### src/rtl/rxdec_pkg.sv
// Shared state encoding, header defaults and error-bit indices for the
// UART-to-bus frame decoder.
package rxdec_pkg;

  typedef enum logic [1:0] {
    IDLE  = 2'd0,
    ADDR  = 2'd1,
    DATA  = 2'd2,
    ISSUE = 2'd3
  } rxdec_state_e;

  localparam logic [7:0] HDR_WR_DEFAULT = 8'h80;
  localparam logic [7:0] HDR_RD_DEFAULT = 8'h81;

  localparam int ERR_HDR = 0;
  localparam int ERR_OVF = 1;
  localparam int ERR_TMO = 2;
  localparam int ERR_NUM = 3;

  function automatic int bytes_in(input int width);
    return width / 8;
  endfunction

endpackage

### src/rtl/rxdec_timeout.sv
// Inter-byte timeout counter for the frame decoder; counts enabled cycles
// since the last clear and flags the cycle on which TMO_CYC is reached.
module rxdec_timeout
  import rxdec_pkg::*;
#(
  parameter logic [15:0] TMO_CYC = 16'd50000
) (
  input  logic clk_i,
  input  logic rst_i,
  input  logic clear,
  input  logic enable,
  output logic expired
);

  logic [15:0] cnt_q;

  always_ff @(posedge clk_i or negedge rst_i) begin
    if (!rst_i) begin
      cnt_q <= '0;
    end else if (clear || !enable) begin
      cnt_q <= '0;
    end else begin
      cnt_q <= cnt_q + 16'd1;
    end
  end

  // The edge that would make the count equal TMO_CYC is the expiry edge.
  assign expired = enable && !clear && (cnt_q == TMO_CYC - 16'd1);

endmodule

### src/rtl/rx_frame_decoder.sv
// Decodes UART byte frames (header, address, optional data) into single bus
// transactions. Define RXDEC_TIMEOUT_EN to abort stalled frames after TMO_CYC.
module rx_frame_decoder
  import rxdec_pkg::*;
#(
  parameter int unsigned DATA_W  = 16,
  parameter int unsigned ADDR_W  = 8,
  parameter logic [7:0]  HDR_WR  = HDR_WR_DEFAULT,
  parameter logic [7:0]  HDR_RD  = HDR_RD_DEFAULT,
  parameter logic [15:0] TMO_CYC = 16'd50000
) (
  input  logic              clk_i,
  input  logic              rst_i,
  input  logic [7:0]        rx_byte_i,
  input  logic              rx_vld_i,
  output logic              io_stb_o,
  output logic              io_we_o,
  output logic [ADDR_W-1:0] io_adr_o,
  output logic [DATA_W-1:0] io_dat_o,
  input  logic [DATA_W-1:0] io_dat_i,
  input  logic              io_ack_i,
  output logic [DATA_W-1:0] rd_dat_o,
  output logic              rd_vld_o,
  output logic              err_hdr_o,
  output logic              err_ovf_o,
  output logic              err_tmo_o,
  output logic [7:0]        frame_cnt_o
);

  localparam logic [1:0] ADDR_LAST = 2'(bytes_in(ADDR_W) - 1);
  localparam logic [1:0] DATA_LAST = 2'(bytes_in(DATA_W) - 1);
`ifdef RXDEC_TIMEOUT_EN
  localparam int ERR_BITS = ERR_NUM;
`else
  localparam int ERR_BITS = ERR_NUM - 1;
`endif

  rxdec_state_e        state_q, state_d;
  logic [1:0]          byte_cnt_q, byte_cnt_d;
  logic                we_q, we_d;
  logic [ADDR_W-1:0]   adr_q, adr_d, adr_shift;
  logic [DATA_W-1:0]   dat_q, dat_d, dat_shift;
  logic [DATA_W-1:0]   rd_dat_q, rd_dat_d;
  logic                rd_vld_q, rd_vld_d;
  logic [ERR_BITS-1:0] err_q, err_d;
  logic [7:0]          frame_cnt_q, frame_cnt_d;

  // Byte-wide MSB-first shift; the narrowest widths are a plain load.
  if (ADDR_W > 8) begin : g_adr_shift
    assign adr_shift = {adr_q[ADDR_W-9:0], rx_byte_i};
  end else begin : g_adr_load
    assign adr_shift = rx_byte_i;
  end

  if (DATA_W > 8) begin : g_dat_shift
    assign dat_shift = {dat_q[DATA_W-9:0], rx_byte_i};
  end else begin : g_dat_load
    assign dat_shift = rx_byte_i;
  end

`ifdef RXDEC_TIMEOUT_EN
  logic tmo_enable;
  logic tmo_expired;

  assign tmo_enable = (state_q == ADDR) || (state_q == DATA);

  rxdec_timeout #(
    .TMO_CYC (TMO_CYC)
  ) u_timeout (
    .clk_i   (clk_i),
    .rst_i   (rst_i),
    .clear   (rx_vld_i),
    .enable  (tmo_enable),
    .expired (tmo_expired)
  );
`endif

  always_ff @(posedge clk_i or negedge rst_i) begin
    if (!rst_i) begin
      state_q     <= IDLE;
      byte_cnt_q  <= '0;
      we_q        <= 1'b0;
      adr_q       <= '0;
      dat_q       <= '0;
      rd_dat_q    <= '0;
      rd_vld_q    <= 1'b0;
      err_q       <= '0;
      frame_cnt_q <= '0;
    end else begin
      state_q     <= state_d;
      byte_cnt_q  <= byte_cnt_d;
      we_q        <= we_d;
      adr_q       <= adr_d;
      dat_q       <= dat_d;
      rd_dat_q    <= rd_dat_d;
      rd_vld_q    <= rd_vld_d;
      err_q       <= err_d;
      frame_cnt_q <= frame_cnt_d;
    end
  end

  always_comb begin
    state_d     = state_q;
    byte_cnt_d  = byte_cnt_q;
    we_d        = we_q;
    adr_d       = adr_q;
    dat_d       = dat_q;
    rd_dat_d    = rd_dat_q;
    rd_vld_d    = 1'b0;
    err_d       = '0;
    frame_cnt_d = frame_cnt_q;

    unique case (state_q)
      IDLE: begin
        byte_cnt_d = '0;
        if (rx_vld_i) begin
          if (rx_byte_i == HDR_WR || rx_byte_i == HDR_RD) begin
            we_d    = (rx_byte_i == HDR_WR);
            state_d = ADDR;
          end else begin
            err_d[ERR_HDR] = 1'b1;
          end
        end
      end

      ADDR: begin
        if (rx_vld_i) begin
          adr_d = adr_shift;
          if (byte_cnt_q == ADDR_LAST) begin
            byte_cnt_d = '0;
            state_d    = we_q ? DATA : ISSUE;
          end else begin
            byte_cnt_d = byte_cnt_q + 2'd1;
          end
        end
`ifdef RXDEC_TIMEOUT_EN
        else if (tmo_expired) begin
          byte_cnt_d     = '0;
          state_d        = IDLE;
          err_d[ERR_TMO] = 1'b1;
        end
`endif
      end

      DATA: begin
        if (rx_vld_i) begin
          dat_d = dat_shift;
          if (byte_cnt_q == DATA_LAST) begin
            byte_cnt_d = '0;
            state_d    = ISSUE;
          end else begin
            byte_cnt_d = byte_cnt_q + 2'd1;
          end
        end
`ifdef RXDEC_TIMEOUT_EN
        else if (tmo_expired) begin
          byte_cnt_d     = '0;
          state_d        = IDLE;
          err_d[ERR_TMO] = 1'b1;
        end
`endif
      end

      ISSUE: begin
        // A byte here is always an overflow, even on the ack edge.
        if (rx_vld_i) begin
          err_d[ERR_OVF] = 1'b1;
        end
        if (io_ack_i) begin
          byte_cnt_d  = '0;
          state_d     = IDLE;
          frame_cnt_d = frame_cnt_q + 8'd1;
          if (!we_q) begin
            rd_dat_d = io_dat_i;
            rd_vld_d = 1'b1;
          end
        end
      end

      default: begin
        state_d = IDLE;
      end
    endcase
  end

  assign io_stb_o    = (state_q == ISSUE);
  assign io_we_o     = we_q && (state_q == ISSUE);
  assign io_adr_o    = adr_q;
  assign io_dat_o    = dat_q;
  assign rd_dat_o    = rd_dat_q;
  assign rd_vld_o    = rd_vld_q;
  assign err_hdr_o   = err_q[ERR_HDR];
  assign err_ovf_o   = err_q[ERR_OVF];
  assign frame_cnt_o = frame_cnt_q;
`ifdef RXDEC_TIMEOUT_EN
  assign err_tmo_o   = err_q[ERR_TMO];
`else
  assign err_tmo_o   = 1'b0;
`endif

endmodule

### config.mk
export PLATFORM = sky130hd
export DESIGN_NAME = rx_frame_decoder
export DESIGN_NICKNAME = d
export VERILOG_FILES = /design/src/rtl/rxdec_pkg.sv /design/src/rtl/rxdec_timeout.sv /design/src/rtl/rx_frame_decoder.sv
export SDC_FILE = /design/constraint.sdc
export NUM_CORES = 1
export LEC_CHECK = 0
export CAP_MARGIN = 25
export CELL_PAD_IN_SITES_DETAIL_PLACEMENT = 2
export CELL_PAD_IN_SITES_GLOBAL_PLACEMENT = 2
export CORE_ASPECT_RATIO = 1.2
export CORE_MARGIN = 2
export CORE_UTILIZATION = 30
export CTS_BUF_LIST = sky130_fd_sc_hd__clkbuf_8
export DETAILED_ROUTE_END_ITERATION = 8
export GPL_TIMING_DRIVEN = 0
export HOLD_SLACK_MARGIN = 0.1
export PLACE_DENSITY_LB_ADDON = 0.1
export SLEW_MARGIN = 0
export SYNTH_ARGS = -nofsm -noshare
export SYNTH_HDL_FRONTEND = slang
export SYNTH_SLANG_ARGS = --single-unit
### constraint.sdc
create_clock -name clk_i -period 2.6 [get_ports clk_i]
set_clock_uncertainty 0.1 [all_clocks]
set_input_delay 0.52 -clock clk_i [delete_from_list [all_inputs] [get_ports clk_i]]
set_output_delay 0.52 -clock clk_i [all_outputs]
set_load 0.02 [all_outputs]
# Word-level counts from Yosys, hierarchy flattened

Index checks and enable logic that the tools add are counted.

Bits in registers: 56
Input bits: 28

Bitwise operators: 1
Muxes and demuxes: 22
Add/sub/neg operators: 2
Reduce and logical (&&, ||, !) cells: 11
Equal/unequal tests: 13

Operators with widths:

| operator              | count |
|---|---|
| $mux W2               | 11 |
| $eq A8 B8 Y1 const B  | 2 |
| $pmux W2 S4           | 2 |
| $ne A2 B2 Y1 const B  | 6 |
| $mux W1               | 9 |
| $reduce_and A3 Y1     | 3 |
| $add A8 B1 Y8 const B | 1 |
| $reduce_and A7 Y1     | 1 |
| $reduce_and A2 Y1     | 3 |
| $eq A2 B1 Y1 const B  | 2 |
| $eq A2 B2 Y1 const B  | 2 |
| $logic_not A2 Y1      | 2 |
| $add A2 B1 Y2 const B | 1 |
| $ne A2 B1 Y1 const B  | 1 |
| $logic_and A1 B1 Y1   | 1 |
| $logic_or A1 B1 Y1    | 1 |
| $not A1 Y1            | 1 |

# Logic depth before layout (Yosys ltp)

Gate-level depths: netlist (run 1).

Depth after elaboration: 5
Mapped depth: 6
Gate-level depth less buffers: 6

# Worst setup path after synthesis (run 1)

No wires, ideal clock.

Kind: register to register
Start point: register state_q[1]
End point: register rd_dat_q[10], in the netlist rd_dat_o[10]
Clock period less this slack: 2044 ps
Setup time: 125 ps
Setup slack: 556 ps
Cell stages (with the launch flop): 6
Arrival: 1819 ps
Cell sequence: dfrtp_1 ha_1 nand2_1 nor2_1 buf_2 mux2_2

Word-level cells in the longest chain between the ends: 2

RTL lines:

| element                            | RTL line               | RTL |
|---|---|---|
| start, declared                    | rx_frame_decoder.sv:38 | `rxdec_state_e state_q, state_d;` |
| start signal, assigned             | rx_frame_decoder.sv:90 | `state_q <= state_d;` |
| $eq A2 B2 Y1                       | --                     |  |
| net io_stb_o                       | rx_frame_decoder.sv:16 | `output logic io_stb_o,` |
| $reduce_and A3 Y1 (no source line) | --                     |  |
| end signal, assigned               | rx_frame_decoder.sv:95 | `rd_dat_q <= rd_dat_d;` |
| end, declared                      | rx_frame_decoder.sv:43 | `logic [DATA_W-1:0] rd_dat_q, rd_dat_d;` |

The timed path passes the listed nets, and every way through them passes these cells.
A chain may end at the register's enable or synchronous reset.

# Worst setup path in the final report (run 1)

Start point: register state_q[1]
End point: output port io_we_o

Word-level cells in the longest chain between the ends: 2

RTL lines:

| element             | RTL line                | RTL |
|---|---|---|
| $eq A2 B2 Y1        | rx_frame_decoder.sv:187 | `assign io_we_o = we_q && (state_q == ISSUE);` |
| $logic_and A1 B1 Y1 | rx_frame_decoder.sv:187 |  |
| end, declared       | rx_frame_decoder.sv:17  | `output logic io_we_o,` |

Every way passes these cells.

==> flow_metrics.tcl, run 1 <==
set metrics [dict create \
    cts_hold_buffers 0 \
    seq_area_frac_synth_pct 59.86 \
    die_h_um 100.8 \
    yosysWarnings 0 \
    crit_type "reg -> out" \
    routed_wl_mm 5.537 \
    startpoint_type "register" \
    syn_inst 168 \
    place_congestion 0.6703 \
    postLayoutSetupSlackWorst_ns 0.1740 \
    setup_viol 0 \
    io_buffers 79 \
    clk-insertion-delay-late_ns 0.31 \
    clk_pin_slew_ns 0.11 \
    fmax_ghz 0.4122 \
    dp_hpwl_mm 4.165 \
    antenna_cells 0 \
    p_switching_mw 1.352 \
    final_nets 292 \
    worstHoldPathType "in -> async" \
    syn2layout_area_growth_pct 45.22 \
    ant_nets 0 \
    p_total_mw 3.836 \
    vias 1618 \
    antenna_found_initial 0 \
    synth_area_sq_mm 0.002341 \
    worst_pin_slew_ns 0.6812 \
    grt_pass1_wl_mm 9.266 \
    die_w_um 84.64 \
    overflow 0 \
    dp_slack_ns -0.08030 \
    start_util_pct 30.72 \
    worstPathMaxFanout 5 \
    final_common_cell "clkdlybuf4s50_1" \
    p_leak_nw 1.502 \
    drt_iter0_markers 27 \
    min_period_over_period_pct 93.31 \
    clock_path_buffers 2 \
    post_drt_wl_per_cell_um 15.91 \
    r2r_start "state_q[1]" \
    end_kind "output pin" \
    ctsRootBufferMaster "clkbuf_8" \
    intPower_mw 2.483 \
    period_minus_slack_ns 2.426 \
    synth_nets 205 \
    cts_max_level 2 \
    reg2reg_slack_ns 0.32 \
    cts_tree "yes" \
    crit-reg2reg-capture "rd_dat_o[13]" \
    power_density_mw_per_mm2 1128 \
    p_comb_share_pct 46.0 \
    post-cts-setup-buffers 0 \
    p_sw_share_pct 35.25 \
    p_clk_share_pct 17.8 \
    rows 35 \
    hold_ws_ns 0.1310 \
    ys_ff_latch 56 \
    drv_cap 0 \
    worst_slew_margin_rel_pct 54.42 \
    timing.reg2reg.worst_path_depth 5 \
    outcome "complete, no violations" \
    utilization_pct 44.61 \
    rsz0062_at_grt "no" \
    ir_drop_mv 0.4390 \
    grt_max_degree 30 \
    syn_avg_cell_area_sq_um 13.93 \
    crit_path_start "state_q[1]" \
    cp_data_required_time_ns 1.98 \
    drive_above_1_share_pct 22.27 \
    track_usage_pct 13.93 \
    cts_sinks 56 \
    core_area_sq_mm 0.007620 \
    grt_pass1_vias 1748 \
    power_frac_seq_pct 36.2 \
    hold_viol 0 \
    post_cts_resized 0 \
    pin_count 82 \
    post_drt_via_cell_ratio 4.649 \
    finalMaxSlewViolations 0 \
    arrival_ns 1.81 \
    nFillCells 766 \
    drc 0 \
    layout_common_cells "clkdlybuf4s50_1 (78), dfrtp_1 (56), mux2_2 (41)" \
    dieArea_sq_mm 0.008529 \
    numCtsBuffers 5 \
    synth_cell_types 28 \
    firstDrtPassIters 4 \
]
==> per-layer routing <==
layer,GRT usage [%],up-vias,wire length (um)
met5,0,-,0
met4,3.663,0,66
met3,4.013,6,334
met2,22.23,57,2543
met1,18.69,800,2592
li1,-,755,-
==> cells in the mapped netlist <==
| library cell | instances | area, sq um |
|---|---|---|
| nor4_1 | 1 | 6.260 |
| and2_1 | 2 | 12.51 |
| o22ai_1 | 1 | 6.260 |
| or4b_1 | 2 | 20.02 |
| buf_2 | 2 | 10.01 |
| a211oi_1 | 1 | 7.510 |
| conb_1 | 1 | 3.750 |
| nand3_1 | 1 | 5.000 |
| mux2_2 | 41 | 461.7 |
| o21a_1 | 1 | 7.510 |
| nor3_2 | 1 | 10.01 |
| mux2i_1 | 1 | 10.01 |
| nand4_1 | 3 | 18.77 |
| dfrtp_1 | 56 | 1401 |
| xnor2_1 | 5 | 43.79 |
| a22o_1 | 1 | 8.760 |
| nand2b_1 | 1 | 6.260 |
| xor2_1 | 2 | 17.52 |
| buf_4 | 2 | 15.01 |
| nand2_1 | 12 | 45.04 |
| nor2_1 | 7 | 26.28 |
| ha_1 | 9 | 112.6 |
| nor4_2 | 1 | 12.51 |
| a2bb2oi_1 | 1 | 8.760 |
| o21ai_0 | 4 | 20.02 |
| inv_1 | 7 | 26.28 |
| and3_1 | 1 | 6.260 |
| mux2_1 | 1 | 11.26 |
==> per-stage QoR <==
| step | std cells | setup TNS (ns) | area (sq um) |
|---|---|---|---|
| 6_report | 348 | 0 | 3400 |
| 4_1_cts | 348 | 0 | 3400 |
| 3_3_place_gp | 339 | -55.47 | 3247 |
| 5_1_grt | 348 | 0 | 3400 |
| 2_1_floorplan | 168 | 0 | 2341 |
| 3_5_place_dp | 340 | -0.6026 | 3262 |
==> power groups by stage <==
| stage | sequential [mW] | combinational, mW | clock [mW] |
|---|---|---|---|
| 3_5_place_dp | 1.41 | 1.79 | 0 |
| 3_3_place_gp | 1.40 | 1.76 | 0 |
| 6_report | 1.39 | 1.76 | 0.684 |
| 2_1_floorplan | 1.73 | 0.615 | 0 |
| 5_1_grt | 1.44 | 1.91 | 0.756 |
| 4_1_cts | 1.40 | 1.80 | 0.722 |
==> registers in the layout (all words and copies together), names as in the netlist <==
name,cells
io_dat_o,16
rd_dat_o,16
frame_cnt_o,8
io_adr_o,8
byte_cnt_q,2
err_q,2
state_q,2
rd_vld_o,1
we_q,1
==> critical path, cell delays in order (launching register included) <==
cell and delay [ns]:
dfrtp_1 0.45, ha_1 0.25, inv_1 0.07, nor2_1 0.11
clkdlybuf4s50_1 0.61
==> worst max path at each step <==
stage | to | depth (start not counted)
6_report | io_we_o | 4
5_1_grt | io_we_o | 4
4_1_cts | io_we_o | 4
3_5_place_dp | rd_dat_o[13] | 5
3_3_place_gp | byte_cnt_q[0] | 1
2_1_floorplan | rd_dat_o[10] | 5
==> layout make-up <==
type	instances	area, sq um	share of cell area (%)
inverters	7	26.28	0.7729
clock buffers	5	68.82	2.024
repair buffers	80	805.8	23.70
clock inverters	3	68.82	2.024
flip-flops and latches	56	1401	41.22
well taps	92	115.1	3.386
plain buffers	4	25.02	0.7361
multi-input cells	101	888.4	26.13
==> kinds of logic after synthesis <==
kind of cell / after synthesis / synth area share (%)
other cells: 1 / 0.1602
xor+xnor: 7 / 2.619
fa+ha+maj: 9 / 4.810
buf+inv: 11 / 2.191
simple gates: 32 / 7.216
flops: 56 / 59.86
compound gates: 9 / 2.513
mux: 43 / 20.63
No activity file was read; power rests on OpenSTA's default activity.
==> run 2: changes to the inputs <==
CORE_UTILIZATION = 32   (was 30)
clock period = 2.95 ns   (was 2.6 ns; I/O delays follow)
==> flow_metrics.tcl, run 2 (synthesized netlist as in run 1, its figures left out) <==
set metrics [dict create \
    outcome "complete, no violations" \
    arrival_ns 1.78 \
    syn2layout_area_growth_pct 43.45 \
    post_cts_resized 0 \
    grt_pass1_vias 1772 \
    dp_slack_ns 0.2283 \
    finalMaxSlewViolations 0 \
    worstPathMaxFanout 5 \
    clk_pin_slew_ns 0.09 \
    drive_above_1_share_pct 21.65 \
    firstDrtPassIters 4 \
    vias 1630 \
    ir_drop_mv 0.4480 \
    overflow 0 \
    postLayoutSetupSlackWorst_ns 0.4793 \
    drt_iter0_markers 33 \
    die_w_um 82.08 \
    hold_viol 0 \
    post_drt_wl_per_cell_um 16.87 \
    final_nets 292 \
    rsz0062_at_grt "no" \
    die_h_um 97.70 \
    routed_wl_mm 5.802 \
    power_density_mw_per_mm2 974.0 \
    cts_hold_buffers 0 \
    end_kind "output pin" \
    layout_common_cells "clkdlybuf4s50_1 (78), dfrtp_1 (56), mux2_2 (41)" \
    cts_tree "yes" \
    rows 34 \
    hold_ws_ns 0.1318 \
    crit_type "reg -> out" \
    ant_nets 0 \
    p_leak_nw 1.483 \
    place_congestion 0.6910 \
    drc 0 \
    setup_viol 0 \
    antenna_cells 0 \
    cts_sinks 56 \
    worst_slew_margin_rel_pct 56.09 \
    worst_pin_slew_ns 0.6562 \
    min_period_over_period_pct 83.75 \
    period_minus_slack_ns 2.471 \
    core_area_sq_mm 0.007189 \
    cp_data_required_time_ns 2.26 \
    track_usage_pct 15.45 \
    numCtsBuffers 5 \
    fmax_ghz 0.4047 \
    cts_max_level 2 \
    startpoint_type "register" \
    post-cts-setup-buffers 0 \
    io_buffers 79 \
    finalSetupTns_ns 0 \
    dieArea_sq_mm 0.008019 \
    ctsRootBufferMaster "clkbuf_8" \
    drv_cap 0 \
    start_util_pct 32.56 \
    clock_path_buffers 2 \
    worstHoldPathType "in -> async" \
    grt_max_degree 39 \
    antenna_found_initial 0 \
    p_total_mw 3.271 \
    dp_hpwl_mm 4.483 \
    post_drt_via_cell_ratio 4.738 \
    pin_count 82 \
    final_common_cell "clkdlybuf4s50_1" \
    clk-insertion-delay-late_ns 0.30 \
    grt_pass1_wl_mm 9.377 \
]
run 2: cell types whose count changed in the layout (fill, tap and decap cells not counted), sizes merged:
cell / before / now
bufinv: 2 / 1
inv: 8 / 7
run 2: where the power goes:
group	switching (mW)	internal, mW	leakage (nW)
combinational	0.749	0.809	0.722
sequential	0.192	1.04	0.711
clock	0.237	0.244	0.0501
run 2: path summary, 6_finish.rpt:
kind                       slack (ns)  cells after the start             end            from
max reg2reg                      0.66                      5     rd_dat_o[8]      state_q[1]
min reg2reg                      0.38                      1  frame_cnt_o[7]  frame_cnt_o[7]
max in group asynchronous        2.06                      2     rd_dat_o[3]           rst_i
min in group clk_i               0.38                      1  frame_cnt_o[7]  frame_cnt_o[7]
max                              0.48                      4         io_we_o      state_q[1]
min                              0.13                      1    io_dat_o[15]           rst_i
run 2: stage by stage:
stage | instances | util [%] | instance area, sq um
floorplan | 168 | - | 2341
global placement | 337 | 45.13 | 3244
detailed placement | 338 | 45.34 | 3259
CTS | 344 | 46.71 | 3358
global route | 344 | 46.71 | 3358
finish | 344 | 46.71 | 3358
run 2: layer usage:
metal | wire [um] | GRT usage, %
met5 | 0 | 0
met2 | 3156 | 27.70
met1 | 2299 | 18.07
met4 | 48 | 3.846
met3 | 298 | 3.625
run 2: final cells by class:
type	instances	area [sq um]
clock inverters	1	30.03
flip-flops and latches	56	1401
clock buffers	5	68.82
fillers	748	3831
well taps	90	112.6
repair buffers	80	805.8
inverters	7	26.28
multi-input cells	101	888.4
plain buffers	4	25.02
run 2: worst max-delay path, cell delays in order (launching register included):
cell and delay, ns:
dfrtp_1 0.43, ha_1 0.26, inv_1 0.07, nor2_1 0.10
clkdlybuf4s50_1 0.61
==> run 3: changes to the inputs <==
CORE_UTILIZATION = 30   (was 32)
clock period = 2.3 ns   (was 2.95 ns; I/O delays follow)
==> flow_metrics.tcl, run 3 (synthesized netlist as in run 1, its figures left out) <==
set metrics [dict create \
    outcome "complete, no violations" \
    clock_path_buffers 2 \
    period_minus_slack_ns 2.195 \
    numCtsBuffers 5 \
    power_density_mw_per_mm2 1270 \
    post_drt_wl_per_cell_um 15.88 \
    arrival_ns 2.30 \
    antenna_found_initial 0 \
    grt_pass1_vias 1747 \
    pin_count 82 \
    cts_sinks 56 \
    rsz0062_at_grt "no" \
    track_usage_pct 13.96 \
    cpPeakStageDelay_ns 0.59 \
    p_total_mw 4.331 \
    p_switching_mw 1.530 \
    overflow 0 \
    drive_above_1_share_pct 22.57 \
    setup_viol 0 \
    end_kind "register" \
    grt_max_degree 30 \
    drv_cap 0 \
    die_h_um 100.8 \
    p_clk_share_pct 17.9 \
    post-cts-setup-buffers 0 \
    ant_nets 0 \
    p_comb_share_pct 45.9 \
    firstDrtPassIters 4 \
    hold_ws_ns 0.3187 \
    cts_max_level 2 \
    min_period_over_period_pct 95.43 \
    worst_slew_margin_rel_pct 55.47 \
    io_buffers 79 \
    antenna_cells 0 \
    place_congestion 0.6703 \
    p_leak_nw 1.509 \
    vias 1619 \
    dp_hpwl_mm 4.165 \
    slowest_stage "or4b_1" \
    clk-insertion-delay-late_ns 0.31 \
    path_cells "clkdlybuf4s50_1 > or4b_1 > o21a_1 > nor3_2 > mux2_1" \
    post_drt_via_cell_ratio 4.639 \
    worst_pin_slew_ns 0.6680 \
    finalMaxSlewViolations 0 \
    syn2layout_area_growth_pct 45.70 \
    routed_wl_mm 5.541 \
    drc 0 \
    rows 35 \
    final_nets 293 \
    cp_data_required_time_ns 2.40 \
    intPower_mw 2.802 \
    clk_pin_slew_ns 0.10 \
    final_common_cell "clkdlybuf4s50_1" \
    cts_tree "yes" \
    startpoint_type "input port" \
    grt_pass1_wl_mm 9.294 \
    die_w_um 84.64 \
    dieArea_sq_mm 0.008529 \
    start_util_pct 30.72 \
    worstHoldPathType "in -> reg" \
    ir_drop_mv 0.4963 \
    worstPathMaxFanout 3 \
    finalSetupTns_ns 0 \
    ctsRootBufferMaster "clkbuf_8" \
    core_area_sq_mm 0.007620 \
    crit_type "in -> reg" \
    hold_viol 0 \
    layout_common_cells "clkdlybuf4s50_1 (77), dfrtp_1 (56), mux2_2 (41)" \
    drt_iter0_markers 26 \
    p_sw_share_pct 35.31 \
    nFillCells 767 \
    power_frac_seq_pct 36.2 \
    fmax_ghz 0.4556 \
]
## run 3: cell type report
| cell class | count | area, sq um | share of cell area (%) |
|---|---|---|---|
| inverter | 7 | 26.28 | 0.7704 |
| tap | 92 | 115.1 | 3.375 |
| timing repair buffer | 81 | 814.5 | 23.88 |
| sequential | 56 | 1401 | 41.09 |
| clock buffer | 5 | 68.82 | 2.018 |
| multi-input combinational | 101 | 890.9 | 26.12 |
| clock inverter | 3 | 68.82 | 2.018 |
| buffer | 4 | 25.02 | 0.7337 |
## run 3: worst max-delay path: cells and delay by family
kind                   cells  cell delay [ns]
buffers and inverters      1             0.45
AOI/OAI and AO/OA          1             0.25
muxes                      1             0.34
and+or+nand+nor            2             0.80
## run 3: timing repair
action	4_1_cts	5_1_grt
hold buffers	1	0
endpoints found under the setup margin	10	0
hold endpoints to repair	27	0
resized for setup	2	0
## run 3: final timing paths
kind	start	end	slack [ns]	depth (start not counted)
worst max-delay path	rx_byte_i[5]	state_q[1]	0.11	5
worst min-delay path	rx_vld_i	err_q[0]	0.32	3
worst max register to register	state_q[1]	rd_dat_o[13]	0.23	5
worst min register to register	frame_cnt_o[7]	frame_cnt_o[7]	0.37	1
max in group asynchronous	rst_i	io_adr_o[3]	0.91	3
min in group asynchronous	rst_i	io_dat_o[0]	0.61	2
## run 3: metrics by stage
stage / instances / worst slack (ns) / cell area (sq um) / util [%]
after detailed placement: 340 / -0.3203 / 3262 / 42.81
final: 349 / 0.1052 / 3411 / 44.76
after global routing: 349 / 0.001534 / 3411 / 44.76
after floorplan: 168 / 0.2557 / 2341 / -
after global placement: 339 / -1.223 / 3247 / 42.61
after CTS: 349 / 0.06932 / 3411 / 44.76
## run 3: layer usage
| metal | vias to the layer above | wire length, um | global-route usage (%) |
|---|---|---|---|
| met3 | 6 | 329 | 4.013 |
| met5 | - | 0 | 0 |
| met1 | 800 | 2605 | 18.80 |
| li1 | 756 | - | - |
| met2 | 57 | 2539 | 22.23 |
| met4 | 0 | 66 | 3.663 |
## run 3: power groups by stage
stage	clock network [mW]	logic, mW	registers, mW
floorplan	0	0.695	1.95
finish	0.774	1.99	1.57
CTS	0.816	2.03	1.58
global placement	0	1.99	1.58
global route	0.854	2.15	1.63
detailed placement	0	2.03	1.60
